--- src/rtl/tinyrisc_pkg.sv ---
// Shared loader state encoding, memory geometry defaults and word-assembly helper.
package tinyrisc_pkg;

  localparam int IMEM_DEPTH = 256;
  localparam int IMEM_AW    = 8;

  typedef enum logic [1:0] {
    ST_IDLE = 2'd0,
    ST_LOAD = 2'd1,
    ST_DONE = 2'd2,
    ST_ERR  = 2'd3
  } ld_state_e;

  // Lowest address lands in the most significant byte (big-endian word).
  function automatic logic [31:0] be_word(input logic [7:0] b0, input logic [7:0] b1,
                                          input logic [7:0] b2, input logic [7:0] b3);
    return {b0, b1, b2, b3};
  endfunction

endpackage

--- src/rtl/imem_loader_if.sv ---
// Program byte stream (valid/ready) plus the core's fetch port, bundled for the loader.
interface imem_loader_if;
  logic        s_valid;
  logic        s_ready;
  logic [7:0]  s_data;
  logic        s_last;
  logic [31:0] fetch_addr;
  logic [31:0] fetch_data;

  modport master (
    output s_valid, s_data, s_last, fetch_addr,
    input  s_ready, fetch_data
  );

  modport slave (
    input  s_valid, s_data, s_last, fetch_addr,
    output s_ready, fetch_data
  );
endinterface

--- src/rtl/imem_bytes.sv ---
// Byte-wide instruction store: one synchronous write port, four combinational read ports.
// Latency: write visible on reads right after the writing edge; reads are zero-cycle.
// Backpressure: none; caller gates the write enable.
module imem_bytes #(
  parameter int DEPTH = 256,
  parameter int AW    = 8
) (
  input  logic          clk,
  input  logic          we,
  input  logic [AW-1:0] waddr,
  input  logic [7:0]    wdata,
  input  logic [AW-1:0] raddr0,
  input  logic [AW-1:0] raddr1,
  input  logic [AW-1:0] raddr2,
  input  logic [AW-1:0] raddr3,
  output logic [7:0]    rdata0,
  output logic [7:0]    rdata1,
  output logic [7:0]    rdata2,
  output logic [7:0]    rdata3
);

  // Deliberately unreset: contents survive reset and are undefined until loaded.
  logic [7:0] mem [DEPTH];

  always_ff @(posedge clk) begin
    if (we) begin
      mem[waddr] <= wdata;
    end
  end

  assign rdata0 = mem[raddr0];
  assign rdata1 = mem[raddr1];
  assign rdata2 = mem[raddr2];
  assign rdata3 = mem[raddr3];

endmodule

--- src/rtl/imem_loader.sv ---
// Loads a program byte stream into instruction memory and holds the core until done.
// Latency: byte written and counted on its accepting edge; status outputs registered.
// Backpressure: s_ready high only in LOAD; no stall inside a load.
module imem_loader
  import tinyrisc_pkg::*;
#(
  parameter int DEPTH = IMEM_DEPTH,
  parameter int AW    = IMEM_AW
) (
  input  logic         clk,
  input  logic         rst,
  input  logic         load_req,
  imem_loader_if.slave bus,
  output logic         core_hold,
  output logic         load_done,
  output logic         load_err,
  output logic [AW:0]  byte_count,
  output logic [7:0]   load_sum
);

  ld_state_e   state_q, state_d;
  logic [AW:0] wr_ptr_q, wr_ptr_d;
  logic [AW:0] cnt_q, cnt_d;
  logic [7:0]  sum_q, sum_d;
  logic        s_ready_q, s_ready_d;
  logic        core_hold_q, core_hold_d;
  logic        load_done_q, load_done_d;
  logic        load_err_q, load_err_d;
  logic        accept;
  logic        mem_we;

  assign accept = bus.s_valid && s_ready_q;

  always_comb begin
    state_d  = state_q;
    wr_ptr_d = wr_ptr_q;
    cnt_d    = cnt_q;
    sum_d    = sum_q;
    mem_we   = 1'b0;
    case (state_q)
      ST_LOAD: begin
        if (accept) begin
          cnt_d = cnt_q + (AW+1)'(1);
          sum_d = sum_q + bus.s_data;
          // Pointer top bit set means memory is full: the extra byte is an overflow.
          if (wr_ptr_q[AW]) begin
            state_d = ST_ERR;
          end else begin
            mem_we   = 1'b1;
            wr_ptr_d = wr_ptr_q + (AW+1)'(1);
            if (bus.s_last) begin
              state_d = ST_DONE;
            end
          end
        end
      end
      default: begin
        if (load_req) begin
          state_d  = ST_LOAD;
          wr_ptr_d = '0;
          cnt_d    = '0;
          sum_d    = '0;
        end
      end
    endcase
    s_ready_d   = (state_d == ST_LOAD);
    core_hold_d = (state_d != ST_DONE);
    load_done_d = (state_d == ST_DONE);
    load_err_d  = (state_d == ST_ERR);
  end

  always_ff @(posedge clk or negedge rst) begin
    if (!rst) begin
      state_q     <= ST_IDLE;
      wr_ptr_q    <= '0;
      cnt_q       <= '0;
      sum_q       <= '0;
      s_ready_q   <= 1'b0;
      core_hold_q <= 1'b1;
      load_done_q <= 1'b0;
      load_err_q  <= 1'b0;
    end else begin
      state_q     <= state_d;
      wr_ptr_q    <= wr_ptr_d;
      cnt_q       <= cnt_d;
      sum_q       <= sum_d;
      s_ready_q   <= s_ready_d;
      core_hold_q <= core_hold_d;
      load_done_q <= load_done_d;
      load_err_q  <= load_err_d;
    end
  end

  assign bus.s_ready = s_ready_q;
  assign core_hold   = core_hold_q;
  assign load_done   = load_done_q;
  assign load_err    = load_err_q;
  assign byte_count  = cnt_q;
  assign load_sum    = sum_q;

  logic [AW-1:0] fa0, fa1, fa2, fa3;
  logic [7:0]    fb0, fb1, fb2, fb3;
  logic          unused_fetch_hi;

  // Fetch wraps within the memory; upper PC bits are don't-care.
  assign fa0 = bus.fetch_addr[AW-1:0];
  assign fa1 = fa0 + AW'(1);
  assign fa2 = fa0 + AW'(2);
  assign fa3 = fa0 + AW'(3);
  assign unused_fetch_hi = ^bus.fetch_addr[31:AW];

  imem_bytes #(
    .DEPTH (DEPTH),
    .AW    (AW)
  ) u_mem (
    .clk    (clk),
    .we     (mem_we),
    .waddr  (wr_ptr_q[AW-1:0]),
    .wdata  (bus.s_data),
    .raddr0 (fa0),
    .raddr1 (fa1),
    .raddr2 (fa2),
    .raddr3 (fa3),
    .rdata0 (fb0),
    .rdata1 (fb1),
    .rdata2 (fb2),
    .rdata3 (fb3)
  );

  assign bus.fetch_data = be_word(fb0, fb1, fb2, fb3);

endmodule

--- src/flat_wrapper.sv ---
// flat-port wrapper written by rule: the top's interface ports become plain ports
module imem_loader_flat import tinyrisc_pkg::*;
#(
  parameter int DEPTH = IMEM_DEPTH,
  parameter int AW    = IMEM_AW
)
  (clk, rst, load_req, core_hold, load_done, load_err, byte_count, load_sum, bus_s_valid, bus_s_data, bus_s_last, bus_fetch_addr, bus_s_ready, bus_fetch_data);
  imem_loader_if bus_i ();
  input  logic clk;
  input  logic rst;
  input  logic load_req;
  output logic core_hold;
  output logic load_done;
  output logic load_err;
  output logic [AW:0] byte_count;
  output logic [7:0] load_sum;
  input wire logic [$bits(bus_i.s_valid)-1:0] bus_s_valid;
  input wire logic [$bits(bus_i.s_data)-1:0] bus_s_data;
  input wire logic [$bits(bus_i.s_last)-1:0] bus_s_last;
  input wire logic [$bits(bus_i.fetch_addr)-1:0] bus_fetch_addr;
  output wire logic [$bits(bus_i.s_ready)-1:0] bus_s_ready;
  output wire logic [$bits(bus_i.fetch_data)-1:0] bus_fetch_data;
  assign bus_i.s_valid = bus_s_valid;
  assign bus_i.s_data = bus_s_data;
  assign bus_i.s_last = bus_s_last;
  assign bus_i.fetch_addr = bus_fetch_addr;
  assign bus_s_ready = bus_i.s_ready;
  assign bus_fetch_data = bus_i.fetch_data;
  imem_loader #(.DEPTH(DEPTH), .AW(AW)) u_core (.clk(clk), .rst(rst), .load_req(load_req), .bus(bus_i), .core_hold(core_hold), .load_done(load_done), .load_err(load_err), .byte_count(byte_count), .load_sum(load_sum));
endmodule
--- config.mk ---
export PLATFORM = sky130hd
export DESIGN_NAME = imem_loader_flat
export DESIGN_NICKNAME = d
export VERILOG_FILES = /design/src/rtl/tinyrisc_pkg.sv /design/src/rtl/imem_loader_if.sv /design/src/rtl/imem_bytes.sv /design/src/rtl/imem_loader.sv /design/src/flat_wrapper.sv
export SDC_FILE = /design/constraint.sdc
export NUM_CORES = 2
export LEC_CHECK = 0
export CORE_MARGIN = 3
export CORE_UTILIZATION = 30
export DETAILED_ROUTE_END_ITERATION = 6
export HOLD_SLACK_MARGIN = 0.12
export MAX_ROUTING_LAYER = met4
export SETUP_SLACK_MARGIN = 0.02
export SLEW_MARGIN = 25
export SYNTH_ARGS = -nofsm -noshare
export SYNTH_HDL_FRONTEND = slang
export SYNTH_SLANG_ARGS = --single-unit
export TNS_END_PERCENT = 100
--- constraint.sdc ---
create_clock -name clk -period 5.2 [get_ports clk]
set_input_delay 0.78 -clock clk [delete_from_list [all_inputs] [get_ports clk]]
set_output_delay 0.78 -clock clk [all_outputs]
set_load 0.02 [all_outputs]
* Yosys cells after proc, flatten, opt, wreduce, memory -nomap -nowiden
Memories as Yosys holds them, arrays and structs flattened.
Cells that the tools add are included.
** Cells by class
- $add $sub $neg :: 6
- Equal/unequal tests :: 7
- Muxes and demuxes :: 19
- Reductions and logical operators :: 4
** Operators with widths (number)
- 2-to-1 mux 9 bit :: 6
- 2-to-1 mux 8 bit :: 3
- adder 9 x 1 -> 9 bit (second input constant) :: 2
- adder 8 x 2 -> 8 bit (second input constant) :: 2
- 2-to-1 mux 2 bit :: 5
- adder 8 x 1 -> 8 bit (second input constant) :: 1
- adder 8 bit :: 1
- 2-to-1 mux 1 bit :: 5
- equality test 2 x 1 -> 1 bit (second input constant) :: 2
- equality test 2 bit (second input constant) :: 2
- inequality test 2 bit (second input constant) :: 2
- AND reduction 3 bit :: 1
- inequality test 2 x 1 -> 1 bit (second input constant) :: 1
- AND reduction 2 bit :: 1
- nonzero test 2 bit :: 1
- logical AND 1 bit :: 1
** Storage, ports and cells
- Register bits :: 32
- Bits in writable memories :: 2048
- Bits of input ports :: 45
- Output and inout port bits :: 53
- Word-level logic and storage cells :: 46
- Memories :: 1
** Memories
- u_core.u_mem.mem :: depth 256, width 8, read ports 4, clocked after memory_dff 0, write ports 1, line imem_bytes.sv:23 : logic [7:0] mem [DEPTH];

* Logic depth before layout (Yosys ltp)
- Depth after elaboration :: 5
- Mapped depth :: 21
- Mapped depth without buffers :: 9

* Hierarchy
Synthesis repeated with hierarchy kept, for this count alone.
** Unflattened totals
- Cell total of the unflattened synthesis :: 8122
- Area total of the unflattened synthesis :: 129539.2 um^2
** Modules (own cells, without submodules)
- imem_bytes :: times used 1, cells an instance 7885, area each 127447.2 um^2, seq. area each 61499.0 um^2
- imem_loader :: times used 1, cells an instance 237, area each 2092.0 um^2, seq. area each 802.0 um^2

* Least setup slack after synthesis
Ideal clock, no wire load.
- Path type :: input to output
- Start point :: input port bus_fetch_addr[0]
- End point :: output port bus_fetch_data[5]
- Data arrival time :: 5041 ps
- Slack :: -621 ps
- Stages :: 19
- Path buffers :: 12
- Path through :: buf_6 buf_6 buf_4 buf_4 buf_2 buf_4 buf_2 inv_1 ha_1 buf_2 buf_2 buf_2 clkbuf_1 clkbuf_1 mux4_2 a211oi_1 a211oi_1 nor3_1 nor4_1
** Between the ends
- Cells in the longest elaborated chain, start to end :: 2
** RTL lines
- from (decl) :: line flat_wrapper.sv:20 : input wire logic [$bits(bus_i.fetch_addr)-1:0] bus_fetch_addr;
- adder 8 x 2 -> 8 bit :: line imem_loader.sv:109 : assign fa3 = fa0 + AW'(3);
- memory (256 x 8 bit)
- to (decl) :: line flat_wrapper.sv:22 : output wire logic [$bits(bus_i.fetch_data)-1:0] bus_fetch_data;
No other way between the ends.

* Final worst setup path
- Start point :: input port bus_fetch_addr[0]
- End point :: output port bus_fetch_data[15]
** Between the ends
- Cells in the longest elaborated chain, start to end :: 2
** RTL lines
- adder 8 x 2 -> 8 bit :: line imem_loader.sv:108 : assign fa2 = fa0 + AW'(2);
- memory (256 x 8 bit)
No other way between the ends.

==> results.py <==
metrics = {
    "global_routing": {
        "grtUsageTotal_pct": 24.41,
        "antenna_found_initial": 46,
        "globalRoute.totalOverflow": 0,
        "grt_pass1_wl_mm": 732.5,
        "maximum_number_of_pins_on_one_net_before_global_route_repair": 193,
        "grt_pass1_vias": 86950,
    },
    "sta": {
        "rsz_0062_raised_after_global_routing": "true",
        "max-slew-margin-rel_pct": 23.00,
        "clock.fmax_mhz": 190.2,
        "timing_max_transition_violations_final": 0,
        "final_min_period_over_clock_period_pct": 101.1,
        "setup_ws_ns": -0.05696,
        "hold_violations": 0,
        "final.hold.worst_slack_ns": 0.3149,
        "final_period_minus_worst_setup_slack_ns": 5.257,
        "sum_neg_setup_slack_ns": -0.1496,
        "worst_clock_skew_ns": 0.06928,
        "timing.final.setup_violations": 4,
        "max_slew.worst_pin.slew_ns": 1.155,
    },
    "flow_run": {
        "maxCapViolations": 0,
    },
    "detailed_routing": {
        "drt_iter0_markers": 15080,
        "route.final.wire_length_mm": 540.8,
        "drt.antenna.violating_nets": 0,
        "post_drt_via_cell_ratio": 6.416,
        "routedWlPerCell_microns": 37.92,
        "detailroute.via_count": 91500,
        "detail_route.first_pass.iterations": 6,
        "drc": 0,
    },
    "cts": {
        "worst_skew_pair_latency_ns": 0.98,
        "cts.sinks": 2080,
        "max-clock-path-buffers": 4,
        "clock_tree_from_tritoncts": "yes",
        "tritoncts.num_buffers": 231,
        "ctsRootBufferMaster": "sky130_fd_sc_hd__clkbuf_16",
        "clk_pin_slew_ns": 0.06,
        "htreeDepth": 4,
    },
    "worst_setup_path": {
        "path_buf_inv": 7,
        "dominant_delay_contributor_by_cell_family_on_the_critical_path": "buffers and inverters",
        "critical_path.max_fanout": 34,
        "critical-path-max-stage-delay_ns": 0.61,
        "worst-endpoint-arrival_ns": 4.48,
        "crit_chain": "buf_16 > buf_12 > buf_4 > buf_4 > mux4_2 > mux4_2 > mux2i_1 > buf_4 > nor3_1 > nor3_2 > nand4b_1 > buf_4 > buf_4",
        "critical_path.slowest_cell": "sky130_fd_sc_hd__mux4_2",
        "r2r-start": "u_core.wr_ptr_q[5]",
        "worst_setup_path_end_kind": "output port",
        "cp-start-kind": "input port",
        "required_time_at_the_worst_slack_endpoint_ns": 4.42,
        "setup.worst_path.class": "input port to output port",
        "setup.worst_path.start": "bus_fetch_addr[0]",
        "critPathMostFrequentCell": "sky130_fd_sc_hd__buf_4",
    },
    "power": {
        "power_leakage_nw": 50.91,
        "pwr_density_cell_nw_per_um2": 294.1,
        "irDropWorstVdd_mv": 0.2631,
    },
    "final_layout": {
        "finalNetCount": 8370,
        "drive_above_1_share_pct": 45.54,
        "area_growth_syn_to_layout_pct": 18.97,
    },
    "synth": {
        "syn_avg_cell_area_sq_um": 17.31,
        "synth.yosys.seq_area_share_pct": 47.80,
        "synthCells": 7528,
        "synth-edff-count": 2048,
        "mappedNetlistNets": 7590,
        "synthesis.area_sq_um": 130300,
        "synth_async_sr_flop_share_pct": 1.538,
        "yosys_register_bits": 2080,
        "synth-warning-count": 0,
        "synthFlopType": "sky130_fd_sc_hd__edfxtp_1",
        "synth_cell_type_count": 74,
    },
    "run_status": {
        "violations_in_the_final_reports": "negative setup slack",
        "outcome": "complete, but fails checks",
    },
    "placed_design": {
        "finalWeightedCongestion": 1.021,
        "place.port_buffers": 73,
        "place.detailed.hpwl_mm": 379.3,
    },
    "floorplanning": {
        "die_height_microns": 665.1,
        "initial_utilization_pct": 30.18,
        "floorplan.core_area_sq_um": 431800,
        "dieArea_sq_um": 442400,
        "core.rowCount": 241,
        "fp.dieW_microns": 665.1,
        "io_pins": 98,
    },
    "worst_hold_path": {
        "min_from": "bus_s_data[2]",
        "min_path_type": "input port to register",
    },
}
[synth_stat cells, types with 31 or more instances]
master / number / area [sq um]
sky130_fd_sc_hd__a211oi_1: 95 / 713.2
sky130_fd_sc_hd__o21ai_0: 61 / 305.3
sky130_fd_sc_hd__mux2_2: 36 / 405.4
sky130_fd_sc_hd__mux2i_1: 687 / 6877
sky130_fd_sc_hd__a2111oi_0: 31 / 271.5
sky130_fd_sc_hd__nor2_1: 385 / 1445
sky130_fd_sc_hd__edfxtp_1: 2048 / 61500
sky130_fd_sc_hd__nand2_1: 440 / 1652
sky130_fd_sc_hd__and3_1: 39 / 244.0
sky130_fd_sc_hd__nor3_1: 63 / 315.3
sky130_fd_sc_hd__clkbuf_1: 300 / 1126
sky130_fd_sc_hd__buf_4: 143 / 1074
sky130_fd_sc_hd__mux4_2: 2071 / 46640
sky130_fd_sc_hd__nand3_1: 127 / 635.6
sky130_fd_sc_hd__o221ai_1: 35 / 306.5
sky130_fd_sc_hd__o22ai_1: 62 / 387.9
sky130_fd_sc_hd__a21oi_1: 130 / 650.6
sky130_fd_sc_hd__buf_1: 55 / 206.5
sky130_fd_sc_hd__buf_2: 220 / 1101
sky130_fd_sc_hd__dfrtp_1: 31 / 775.7
sky130_fd_sc_hd__nor2b_1: 67 / 419.2
[cells by family after synthesis]
kind of cell,Yosys count,synth area share [%]
buf+inv,762,2.989
compound gates,617,3.304
fa+ha+maj,17,0.1690
xor+xnor,34,0.2285
mux,2794,41.37
simple gates,1224,4.134
flops,2080,47.80
[final timing paths]
check | slack, ns | cells past startpoint | end
min in group asynchronous | 0.46 | 2 | u_core.wr_ptr_q[8]
setup / recovery | -0.06 | 13 | bus_fetch_data[15]
hold / removal | 0.31 | 1 | u_core.u_mem.mem[205][2]
setup reg to reg | 1.64 | 4 | u_core.u_mem.mem[157][2]
max in group asynchronous | 4.20 | 2 | u_core.load_sum[5]
hold reg to reg | 0.52 | 1 | u_core.byte_count[7]
[registers in the layout, summed over array words and instances (netlist names)]
name and cells:
u_core.load_err 1, u_core.load_done 1, u_core.u_mem.mem 2048, u_core.load_sum 8
u_core.wr_ptr_q 9, u_core.byte_count 9, u_core.state_q 2, u_core.bus.s_ready 1
u_core.core_hold 1
[per-stage QoR]
stage               instances  util (%)  instance area [sq um]  total power [mW]  worst slack, ns
global route            14240     35.90                 155000             46.61        -0.007482
global placement        13720     33.73                 145600             28.69           -1.020
detailed placement      13730     33.74                 145700             28.74          -0.7782
floorplan                7528         -                 130600             23.92          0.03396
finish                  14260     35.91                 155100             45.60         -0.05696
CTS                     14180     35.72                 154200             45.40          0.01707
[report_power, final]
| group | internal (mW) | switching, mW |
|---|---|---|
| sequential | 18.5 | 0.0941 |
| clock | 9.43 | 7.17 |
| combinational | 4.16 | 6.23 |
[area by class of cell]
type	count	area, sq um
Inverter	14	75.07
Tap cell	5710	7144
Timing Repair Buffer	1295	12830
Sequential cell	2080	62300
Multi-Input combinational cell	4686	65100
Fill cell	40180	276700
Antenna cell	54	135.1
Clock inverter	145	1458
Clock buffer	276	6012
[cell usage in the layout, fill, tap and decap left out, types with 65 or more instances in the layout]
| master | synthesis | routed |
|---|---|---|
| sky130_fd_sc_hd__edfxtp_1 | 2048 | 2048 |
| sky130_fd_sc_hd__mux4_2 | 2071 | 2071 |
| sky130_fd_sc_hd__nand3_1 | 127 | 123 |
| sky130_fd_sc_hd__buf_4 | 143 | 1015 |
| sky130_fd_sc_hd__clkbuf_16 | 0 | 239 |
| sky130_fd_sc_hd__a21oi_1 | 130 | 122 |
| sky130_fd_sc_hd__nor2_1 | 385 | 378 |
| sky130_fd_sc_hd__nor2b_1 | 67 | 65 |
| sky130_fd_sc_hd__buf_12 | 0 | 172 |
| sky130_fd_sc_hd__a211oi_1 | 95 | 88 |
| sky130_fd_sc_hd__nand2_1 | 440 | 431 |
| sky130_fd_sc_hd__mux2i_1 | 687 | 670 |
[routing by layer]
layer	routed length [microns]	part of all wire, %	GRT usage, %	up-vias
li1	-	-	-	34440
met1	188900	35	29.55	48540
met2	245400	45	36.24	7327
met3	70240	13	7.744	1192
met4	36160	6.7	13.39	0
met5	0	0	-	-
[timing repair]
| item | CTS | global route |
|---|---|---|
| setup endpoints to repair | 28 | 29 |
| setup buffers | 21 | 24 |
| pin swaps | 10 | 9 |
| hold buffers | 1 | 0 |
| gates resized for setup | 119 | 67 |
| gates cloned | 7 | 6 |
| endpoints found under the hold margin | 31 | 0 |
[worst register-to-register path: cells and delay by family, from the launching register on]
kind / cells / cell delay [ns]
AND/OR/NAND/NOR: 3 / 2.43
buffers and inverters: 1 / 0.31
flip-flops: 1 / 0.50
No activity file was read; power rests on OpenSTA's default activity.
